$ cat src/rtl/fifo_rd_stream_pkg.sv
// rtl/fifo_rd_stream_pkg.sv - shared FIFO read-side constants and occupancy encodings
package fifo_rd_stream_pkg;

  // Depth of the registered output buffer behind the FIFO read port.
  localparam int BUF_DEPTH = 2;

  // Output-buffer occupancy; the encoding doubles as the m_count value.
  typedef enum logic [1:0] {
    S_EMPTY = 2'd0,
    S_ONE   = 2'd1,
    S_TWO   = 2'd2
  } occ_state_t;

  // Words committed to the buffer: those held plus the one whose read is in flight.
  function automatic logic [2:0] occ_fill(input occ_state_t st, input logic inflight);
    return {1'b0, st} + {2'b00, inflight};
  endfunction

endpackage

$ cat src/rtl/fifo_rd_stream.sv
// rtl/fifo_rd_stream.sv - FIFO read port to valid/ready stream adapter with 2-entry skid buffer
module fifo_rd_stream
  import fifo_rd_stream_pkg::*;
#(
  parameter int DATASIZE = 8
) (
  input  logic                rclk,
  input  logic                rrst_n,
  input  logic                rempty,
  output logic                rinc,
  input  logic [DATASIZE-1:0] rdata,
  input  logic                rflush,
  output logic                m_valid,
  input  logic                m_ready,
  output logic [DATASIZE-1:0] m_data,
  output logic [1:0]          m_count,
  output logic                ridle
);

  occ_state_t          state;
  occ_state_t          state_nxt;
  logic                inflight;
  logic [DATASIZE-1:0] head_word;
  logic [DATASIZE-1:0] tail_word;
  logic                pop;
  logic                capture;
  logic                room;

  // A flush cancels both the downstream handshake and the word returning from memory.
  assign pop     = m_valid & m_ready & ~rflush;
  assign capture = inflight & ~rflush;

  // Only request another word when it is guaranteed a slot by the time it arrives.
  assign room = occ_fill(state, inflight) < 3'(BUF_DEPTH);

  // The m_ready->rinc path is intentional: a pop frees the slot the new read will land in.
  assign rinc = rrst_n & ~rempty & ~rflush & (room | (m_valid & m_ready));

  // Occupancy state register.
  always_ff @(posedge rclk or negedge rrst_n) begin
    if (!rrst_n) begin
      state <= S_EMPTY;
    end else begin
      state <= state_nxt;
    end
  end

  // Occupancy moves by one on an unpaired capture or pop; a paired one holds.
  always_comb begin
    state_nxt = state;
    if (rflush) begin
      state_nxt = S_EMPTY;
    end else if (capture && !pop) begin
      case (state)
        S_EMPTY: state_nxt = S_ONE;
        S_ONE:   state_nxt = S_TWO;
        default: state_nxt = state;
      endcase
    end else if (pop && !capture) begin
      case (state)
        S_TWO:   state_nxt = S_ONE;
        S_ONE:   state_nxt = S_EMPTY;
        default: state_nxt = state;
      endcase
    end
  end

  // Stream-side status decoded from registered state only, so m_ready never reaches m_valid.
  always_comb begin
    m_valid = (state != S_EMPTY);
    m_count = state;
    ridle   = (state == S_EMPTY) & ~inflight & rempty;
  end

  // Tracks the registered memory read launched by rinc last cycle.
  always_ff @(posedge rclk or negedge rrst_n) begin
    if (!rrst_n) begin
      inflight <= 1'b0;
    end else begin
      inflight <= rinc & ~rflush;
    end
  end

  // In-order buffer: head_word is the oldest entry and drives m_data directly.
  always_ff @(posedge rclk or negedge rrst_n) begin
    if (!rrst_n) begin
      head_word <= '0;
      tail_word <= '0;
    end else if (!rflush) begin
      if (pop) begin
        if (state == S_TWO) begin
          head_word <= tail_word;
          if (capture) begin
            tail_word <= rdata;
          end
        end else if (capture) begin
          head_word <= rdata;
        end
      end else if (capture) begin
        if (state == S_EMPTY) begin
          head_word <= rdata;
        end else begin
          tail_word <= rdata;
        end
      end
    end
  end

  assign m_data = head_word;

endmodule

$ cat config.mk
export PLATFORM = sky130hd
export DESIGN_NAME = fifo_rd_stream
export DESIGN_NICKNAME = d
export VERILOG_FILES = /design/src/rtl/fifo_rd_stream_pkg.sv /design/src/rtl/fifo_rd_stream.sv
export SDC_FILE = /design/constraint.sdc
export NUM_CORES = 1
export LEC_CHECK = 0
export CAP_MARGIN = 20
export CORE_MARGIN = 1
export CORE_UTILIZATION = 30
export DETAILED_ROUTE_END_ITERATION = 7
export SYNTH_ARGS = -nofsm -noshare
export SYNTH_HDL_FRONTEND = slang
export SYNTH_SLANG_ARGS = --single-unit
$ cat constraint.sdc
create_clock -name rclk -period 2.9 [get_ports rclk]
set_input_delay 0.58 -clock rclk [delete_from_list [all_inputs] [get_ports rclk]]
set_output_delay 0.58 -clock rclk [all_outputs]
set_load 0.01 [all_outputs]
# Word-level counts from Yosys, hierarchy flattened
# Cells that the tools add are included.
[totals]
output_inout_bits = 13
memories = 0
latch_bits = 0
in_bits = 13
reg_bits = 19
mem_bits_rw = 0
romBits = 0
wordCells = 53
[op_classes]
mux = 14
eq_ne = 6
shift = 0
reduce_logical = 14
n_addsub = 1
bitwise_logic = 13
magnitude_cmp = 1
div_mod_pow = 0
multipliers = 0
[op_table]
columns = ["cell", "count"]
rows = [
  ["8-bit two-way mux", 9],
  ["1-bit AND", 9],
  ["2-bit case mux with 2 select lines", 2],
  ["2-bit nonzero test", 4],
  ["2-bit two-way mux", 3],
  ["5-bit AND reduction", 1],
  ["2-bit inequality test, second input constant", 2],
  ["4-bit by 2-bit inequality test with 1-bit output, second input constant", 1],
  ["4-bit AND reduction", 1],
  ["4-bit nonzero test", 1],
  ["2-bit by 1-bit adder with 3-bit output", 1],
  ["3-bit by 2-bit < comparator with 1-bit output, second input constant", 1],
  ["1-bit inverter", 3],
  ["3-bit AND reduction", 1],
  ["3-bit nonzero test", 1],
  ["2-bit by 1-bit == test with 1-bit output, second input constant", 1],
  ["2-bit == test, second input constant", 1],
  ["1-bit logical AND", 2],
  ["1-bit zero test", 2],
  ["2-bit zero test", 1],
  ["2-bit by 1-bit inequality test with 1-bit output, second input constant", 1],
  ["1-bit bitwise OR", 1],
]

# Logic depth before layout (Yosys ltp)
# Gate-level depths: netlist (run 1).
[depth]
word_depth = 7
ltp_mapped = 7
ltp_nobuf = 6

# Least setup slack after synthesis (run 1)
# Ideal clock, no wire load.
[synth_path]
kind = "register -> output"
from = "reg state[0], in the netlist m_count[0]"
to = "out rinc"
stages_incl_launch_ff = 6
required_ps = 2320
arrival_ps = 1470
path_slack_ps = 850
n_path_buf = 0
path_cell_list = "dfrtp_1 -> inv_1 -> ha_1 -> and2b_1 -> nor2_1 -> nor4b_1"
[synth_via]
elab_chain_len = 4
word_cells_on_any_way = 6
cone_classes = "1 x add/sub; 1 x order compare; 3 x bitwise; 1 x reduce/logical"
[synth_lines]
columns = ["item", "line", "rtl"]
rows = [
  ["start, declared", "fifo_rd_stream.sv:20", "occ_state_t state;"],
  ["start signal, assigned", "fifo_rd_stream.sv:44", "state <= state_nxt;"],
  ["2-bit by 1-bit adder with 3-bit output / 2-bit nonzero test (equally long branches)", "fifo_rd_stream_pkg.sv:16, fifo_rd_stream.sv:70", ""],
  ["3-bit by 2-bit < comparator with 1-bit output / 1-bit AND (equally long branches)", "fifo_rd_stream.sv:34, fifo_rd_stream.sv:37", ""],
  ["1-bit bitwise OR (*)", "fifo_rd_stream.sv:37", "assign rinc = rrst_n & ~rempty & ~rflush & (room | (m_valid & m_ready));"],
  ["1-bit AND (*)", "fifo_rd_stream.sv:37", ""],
  ["end, declared", "fifo_rd_stream.sv:10", "output logic rinc,"],
]
# Every way passes the cells marked *; elsewhere a longest branch is shown, timed or not.

# Worst setup path in the final report (run 1)
# Ends and elaborated chain as after synthesis.

==> results of run 1 <==
layer usage:
metal,wire (um),global-route usage [%]
met4,36,6.122
met2,939,21.02
met5,0,0
met1,809,14.81
met3,64,2.679
final timing paths:
| kind | startpoint | end | slack (ps) | depth (start not counted) |
|---|---|---|---|---|
| max in group asynchronous | rrst_n | m_count[1] | 2020 | 2 |
| hold reg to reg | tail_word[6] | m_data[6] | 490 | 2 |
| hold / removal | tail_word[6] | m_data[6] | 490 | 2 |
| setup reg to reg | m_count[0] | m_data[2] | 1020 | 5 |
| min in group asynchronous | rrst_n | m_data[6] | 670 | 2 |
| setup / recovery | m_count[0] | rinc | 160 | 6 |
area by class of cell:
| class | count | area [um2] |
|---|---|---|
| clock buffer | 3 | 22.52 |
| clock inverter | 1 | 5.005 |
| fill | 299 | 1732 |
| inverter | 5 | 18.77 |
| multi-input combinational | 55 | 446.7 |
| sequential | 19 | 475.5 |
| tap | 44 | 55.05 |
| timing repair buffer | 28 | 272.8 |
per-stage QoR:
step	worst slack, ps	instance area (um2)	hold WS [ps]
after global placement	206.9	1262	453.4
after floorplan	850.3	945.9	284.4
after detailed placement	189.1	1262	462.7
after global routing	6.308	1296	511.8
after CTS	96.11	1290	494.9
final	156.7	1296	488.7
critical path: cells and delay by family, from the launching register on:
kind / cells / cell delay (ps)
simple gates: 3 / 560
buf+inv: 2 / 660
flops: 1 / 400
fa+ha+maj: 1 / 250
cell usage after synthesis:
cell type,number,share of area [%]
a21oi_1,2,1.1
a21oi_2,1,0.93
a31oi_1,2,1.3
a32o_1,1,1.1
and2b_1,1,0.79
and3_1,1,0.66
buf_6,1,1.2
dfrtp_1,19,50
ha_1,3,4.0
inv_1,5,2.0
mux2_2,8,9.5
mux2i_1,8,8.5
nand2_1,8,3.2
nand2_4,1,1.2
nand2b_4,1,1.5
nor2_1,4,1.6
nor2_8,1,2.1
nor2b_1,1,0.66
nor3b_4,1,2.0
nor4b_1,2,1.9
o21ai_0,9,4.8
cell families after synthesis:
logic type / after synthesis / synth area share, %
AND/OR/NAND/NOR: 21 / 15.48
flip-flops: 19 / 50.26
multiplexers: 16 / 17.99
AO/OA/AOI/OAI: 15 / 9.127
buffers and inverters: 6 / 3.175
adder cells (fa/ha/maj): 3 / 3.969
what timing repair did:
item                       in CTS  in global routing
hold endpoints to repair        0                  0
resized for setup               0                  1
setup endpoints to repair       0                  1
flip-flops by register name, summed over array words and instances (netlist names):
register	cells
inflight	1
m_count	2
m_data	8
tail_word	8
power by group:
part	leakage, nW	total, mW	switching, mW	internal [mW]
Clock	0.0177	0.138	0.0862	0.0514
Sequential	0.239	0.384	0.0424	0.342
Combinational	0.286	0.276	0.111	0.165
Total	0.543	0.798	0.240	0.558
==> metrics.txt, run 1 <==
status=finished clean; unrepaired setup endpoints after global routing=no; slowest stage delay, CP=570 ps; CP arrival=2160 ps; most common cell after layout, fill and taps aside=clkdlybuf4s50_1; Ports=26; nets@finish=128; clk root buf=clkbuf_4; final WL=1850 um; pwr/cell area=615.4 nW/um2; post-DP HPWL=1385 um; dpl cells=151; clock slew at reported path FFs=110 ps; final std cells w/o fill=155; MaxCap Viol Count=0; Slew Limit Fails=0; Achievable Freq=0.3645 GHz; # H-tree levels=1; CP Launch Type=flip-flop; Max-Slew Margin vs Limit=62.09%; Min-Delay Path Class=flip-flop to flip-flop; Die H=58.15 um; initial core utilization=31.24%; P&R area growth vs syn=37.04%; cell count after synthesis=80; CP Class=flip-flop to output port; fin util=42.81%; ANT cells=0; Post-Syn Nets=96; CP Capture Type=output port; largest net degree at the start of global routing=21; post-route antenna net violation count=0; first-pass detailed-route iteration total=4; Clock Skew=3.001 ps; vias in the first global route=717; cts hold-fix bufs=0; Leak Pwr=0.5428 nW; layout cells sized above 1=18.92%; die area=3381 um2; Crit Path Max Fanout=5; CTS tree=done; syn avg cell area=11.82 um2; routed vias/inst=4.490; warnings from Yosys=0; Wirelength per Cell=11.94 um; detailed-route via count=696; Iter 0 DRT Violations=10; Yosys reg bits=19; IO buf count=25; Num CTS Buffers=3; Residual DRC=0; gr ovfl total=0; synth unique cells=21; first-pass GRT wire length=3160 um; slowest CP cell=clkdlybuf4s50_1; Max IR drop VDD=0.1896 mV; # Post-CTS Setup Buffers=0; Core Region=3028 um2; maximum clock insertion buffer count=2; Clock Sinks=19; sequential fraction of the synthesis area=50.26%; clock latency on the worst-skew pair=300 ps; crit-path cells=inv_1, ha_1, and2b_1, nor2_1, nor4b_2, clkdlybuf4s50_1; worst-margin pin slew=568.0 ps; total power=0.7977 mW; global-route usage over all layers=12.39%; Final Wtd Congestion=0.8215; area of the mapped netlist=945.9 um2; most frequent cells in the layout=clkdlybuf4s50_1 (25), dfrtp_1 (19), o21ai_0 (9); Tcrit/Tclk final=94.60%; Period minus WS final=2743 ps; row count=20; initial antenna violation count=0; WP data required=2320 ps; Setup TNS Final=0 ps; die boundary width=58.15 um; final hold violations=0; Final Setup Violations=0
No activity file was read; power rests on OpenSTA's default activity.
==> run 2, diff against run 1 <==
CORE_MARGIN = 1.5   (was 1)
==> metrics.txt, run 2 (synthesis gave the netlist of run 1 again) <==
FF-to-FF End=m_data[2]; R2R Path Start=m_count[0]; CP Class=flip-flop to output port; final hold violations=0; initial core utilization=31.24%; worst-margin pin slew=572.8 ps; initial antenna violation count=0; Max-Slew Margin vs Limit=61.77%; IO buf count=25; post-route antenna net violation count=0; unrepaired setup endpoints after global routing=no; Leak Pwr=0.5576 nW; layout cells sized above 1=18.02%; Crit Path Max Fanout=5; largest net degree at the start of global routing=21; CTS resizes=0; critical path startpoint=m_count[0]; gr ovfl total=0; row count=20; CP arrival=1830 ps; status=finished clean; Ports=26; most common cell after layout, fill and taps aside=clkdlybuf4s50_1; Slew Limit Fails=0; routed vias/inst=4.510; die area=3499 um2; MaxCap Viol Count=0; # H-tree levels=1; first-pass detailed-route iteration total=3; CP Capture Type=output port; cts hold-fix bufs=0; Max IR drop VDD=0.2298 mV; Iter 0 DRT Violations=12; Clock Skew=0.6464 ps; final std cells w/o fill=155; WP data required=2320 ps; Die H=59.15 um; vias in the first global route=718; Num CTS Buffers=3; final WL=1950 um; Clock Sinks=19; post-DP HPWL=1450 um; Residual DRC=0; clock latency on the worst-skew pair=290 ps; nets@finish=128; ANT cells=0; Tcrit/Tclk final=83.13%; die boundary width=59.15 um; P&R area growth vs syn=36.64%; # Post-CTS Setup Buffers=0; CP Launch Type=flip-flop; Reg2Reg Depth=5; CTS tree=done; Final Setup Violations=0; dpl cells=151; Wirelength per Cell=12.58 um; pwr/cell area=613.4 nW/um2; Achievable Freq=0.4148 GHz; Setup TNS Final=0 ps; worst setup path end=rinc; most frequent cells in the layout=clkdlybuf4s50_1 (24), dfrtp_1 (19), o21ai_0 (9); Final Wtd Congestion=0.8342; global-route usage over all layers=12.27%; Core Region=3028 um2; clock slew at reported path FFs=110 ps; Period minus WS final=2411 ps; clk root buf=clkbuf_4; first-pass GRT wire length=3180 um; fin util=42.69%; maximum clock insertion buffer count=2; detailed-route via count=699; r2r setup slk=990 ps; Min-Delay Path Class=flip-flop to flip-flop
[run 2: through the flow]
stage	hold slack [ps]	total power [mW]	cell area, um2	setup slack (ps)
final	489.7	0.7928	1292	489.2
after global placement	453.3	0.6592	1262	205.1
after detailed placement	469.5	0.6694	1262	138.9
after global routing	514.3	0.8481	1292	327.0
after floorplan	284.4	0.5128	945.9	850.3
after CTS	495.2	0.8054	1290	56.44
[run 2: area by class of cell]
| cell class | count | area, um2 |
|---|---|---|
| clock inverter | 1 | 5.005 |
| inverter | 5 | 18.77 |
| tap | 44 | 55.05 |
| sequential | 19 | 475.5 |
| multi-input combinational | 55 | 440.4 |
| timing repair buffer | 28 | 275.3 |
| fill | 293 | 1735 |
| clock buffer | 3 | 22.52 |
[run 2: report_power, final]
group	switching (mW)	internal, mW
combinational	0.113	0.165
clock	0.0816	0.0513
sequential	0.0410	0.342
[run 2: worst min-delay path by stage]
stage                end    startpoint  depth (start not counted)  slack (ps)
2_1_floorplan   inflight        rrst_n                          0         280
3_3_place_gp   m_data[7]  tail_word[7]                          2         450
3_5_place_dp   m_data[3]  tail_word[3]                          2         470
4_1_cts        m_data[7]  tail_word[7]                          2         500
5_1_grt        m_data[1]  tail_word[1]                          2         510
6_report       m_data[3]  tail_word[3]                          2         490
[run 2: worst max-delay path, cell delays in order, from the launching register on]
cell,delay [ps]
dfrtp_1,400
inv_1,90
ha_1,250
and2b_1,280
nor2_1,80
nor4b_1,230
dlymetal6s2s_1,200
[run 2: routing by layer]
metal / vias up / GRT usage (%) / share of wire (%)
met3: 2 / 1.747 / 2.0
li1: 344 / - / -
met4: 0 / 5.844 / 1.2
met2: 10 / 20.16 / 50
met5: - / 0 / 0
met1: 343 / 15.86 / 47
==> run 3, diff against run 2 <==
clock period = 2.1 ns   (was 2.9 ns; I/O delays follow)
==> metrics.txt, run 3 (synthesis gave the netlist of run 1 again) <==
status=finished clean; clk root buf=clkbuf_4; die boundary width=59.15 um; global-route usage over all layers=11.93%; Tcrit/Tclk final=93.89%; most frequent cells in the layout=clkdlybuf4s50_1 (22), dfrtp_1 (19), buf_4 (13); CP arrival=1550 ps; Residual DRC=0; nets@finish=138; Slew Limit Fails=0; most common cell after layout, fill and taps aside=clkdlybuf4s50_1; initial core utilization=31.24%; final WL=2033 um; Max-Slew Margin vs Limit=75.58%; worst-margin pin slew=362.5 ps; routed vias/inst=4.455; Final Setup Violations=0; Clock Skew=6.351 ps; CTS tree=done; CP Class=flip-flop to output port; ANT cells=0; Num CTS Buffers=3; unrepaired setup endpoints after global routing=no; worst hold stages=2; pwr/cell area=830.7 nW/um2; clock latency on the worst-skew pair=290 ps; Max IR drop VDD=0.4433 mV; initial antenna violation count=0; final hold violations=0; cts hold-fix bufs=0; detailed-route via count=735; Iter 0 DRT Violations=25; Clock Sinks=19; gr ovfl total=0; maximum clock insertion buffer count=2; Min-Delay Path Class=flip-flop to flip-flop; Setup TNS Final=0 ps; clock slew at reported path FFs=110 ps; CP Capture Type=output port; WHS Endpoint=m_data[7]; row count=20; Final Wtd Congestion=0.8260; Crit Path Max Fanout=2; Layout fillers=284; slowest CP cell=dfrtp_1; IO buf count=25; hold_sp=tail_word[7]; Die H=59.15 um; # H-tree levels=1; first-pass detailed-route iteration total=4; FF-to-FF End=m_count[0]; MaxCap Viol Count=0; Core Region=3028 um2; crit-path cells=inv_2, ha_2, and2b_1, nor2_2, nor4b_2, buf_2; Wirelength per Cell=12.32 um; Ports=26; layout cells sized above 1=29.75%; post-DP HPWL=1459 um; R2R Path Start=m_count[0]; CP Launch Type=flip-flop; Achievable Freq=0.5072 GHz; r2r setup slk=300 ps; largest net degree at the start of global routing=21; die area=3499 um2; worst hold slack=499.6 ps; WP data required=1680 ps; first-pass GRT wire length=3091 um; Leak Pwr=0.5958 nW; slowest stage delay, CP=380 ps; Period minus WS final=1972 ps; Reg2Reg Depth=8; post-route antenna net violation count=0; P&R area growth vs syn=44.97%; vias in the first global route=721
-- run 3: worst max-delay path by stage --
stage	cells after the start	endpoint	startpoint	slack (ps)
5_1_grt	6	rinc	m_count[0]	30
4_1_cts	6	rinc	m_count[0]	-20
3_3_place_gp	5	rinc	m_ready	-220
3_5_place_dp	5	rinc	m_ready	-250
2_1_floorplan	5	rinc	m_count[0]	210
6_report	6	rinc	m_count[0]	130
-- run 3: metrics by stage --
step                setup WS, ps  std cells  area (um2)  power, mW  utilization (%)
finish                     128.2        165        1371      1.139            45.29
global route               26.30        165        1371      1.211            45.29
CTS                       -19.35        163        1345      1.134            44.42
detailed placement        -247.1        159        1323     0.9524            43.68
global placement          -216.2        159        1323     0.9363            43.68
floorplan                  210.3         80       945.9     0.7082                -
-- run 3: cell type report --
class / count / area (um2) / share of cell area (%)
Sequential cell: 19 / 475.5 / 34.67
Multi-Input combinational cell: 55 / 455.4 / 33.21
Timing Repair Buffer: 38 / 340.3 / 24.82
Tap cell: 44 / 55.05 / 4.015
Clock buffer: 4 / 26.28 / 1.916
Inverter: 5 / 18.77 / 1.369
-- run 3: critical path, delay by kind of cell (launching register included) --
kind / cells / cell delay (ps)
and+or+nand+nor: 3 / 490
DFF: 1 / 380
buffers and inverters: 2 / 210
adders and majority gates: 1 / 180
-- run 3: metal layers --
metal | wire (um) | GRT usage (%) | up-vias | share of wire, %
met5 | 0 | 0 | - | 0
met4 | 23 | 4.221 | 0 | 1.1
met3 | 54 | 3.275 | 2 | 2.7
met2 | 1024 | 20.32 | 10 | 50
met1 | 930 | 14.40 | 359 | 46
li1 | - | - | 364 | -
-- run 3: power by group --
part,internal (mW),switching (mW)
clock network,0.0738,0.111
logic,0.256,0.169
registers,0.472,0.0580
-- run 3: what timing repair did --
| item | CTS | global route |
|---|---|---|
| setup buffers | 0 | 2 |
| pin swaps | 0 | 1 |
| hold endpoints to repair | 0 | 0 |
| setup endpoints to repair | 3 | 1 |
| gates resized for setup | 5 | 8 |
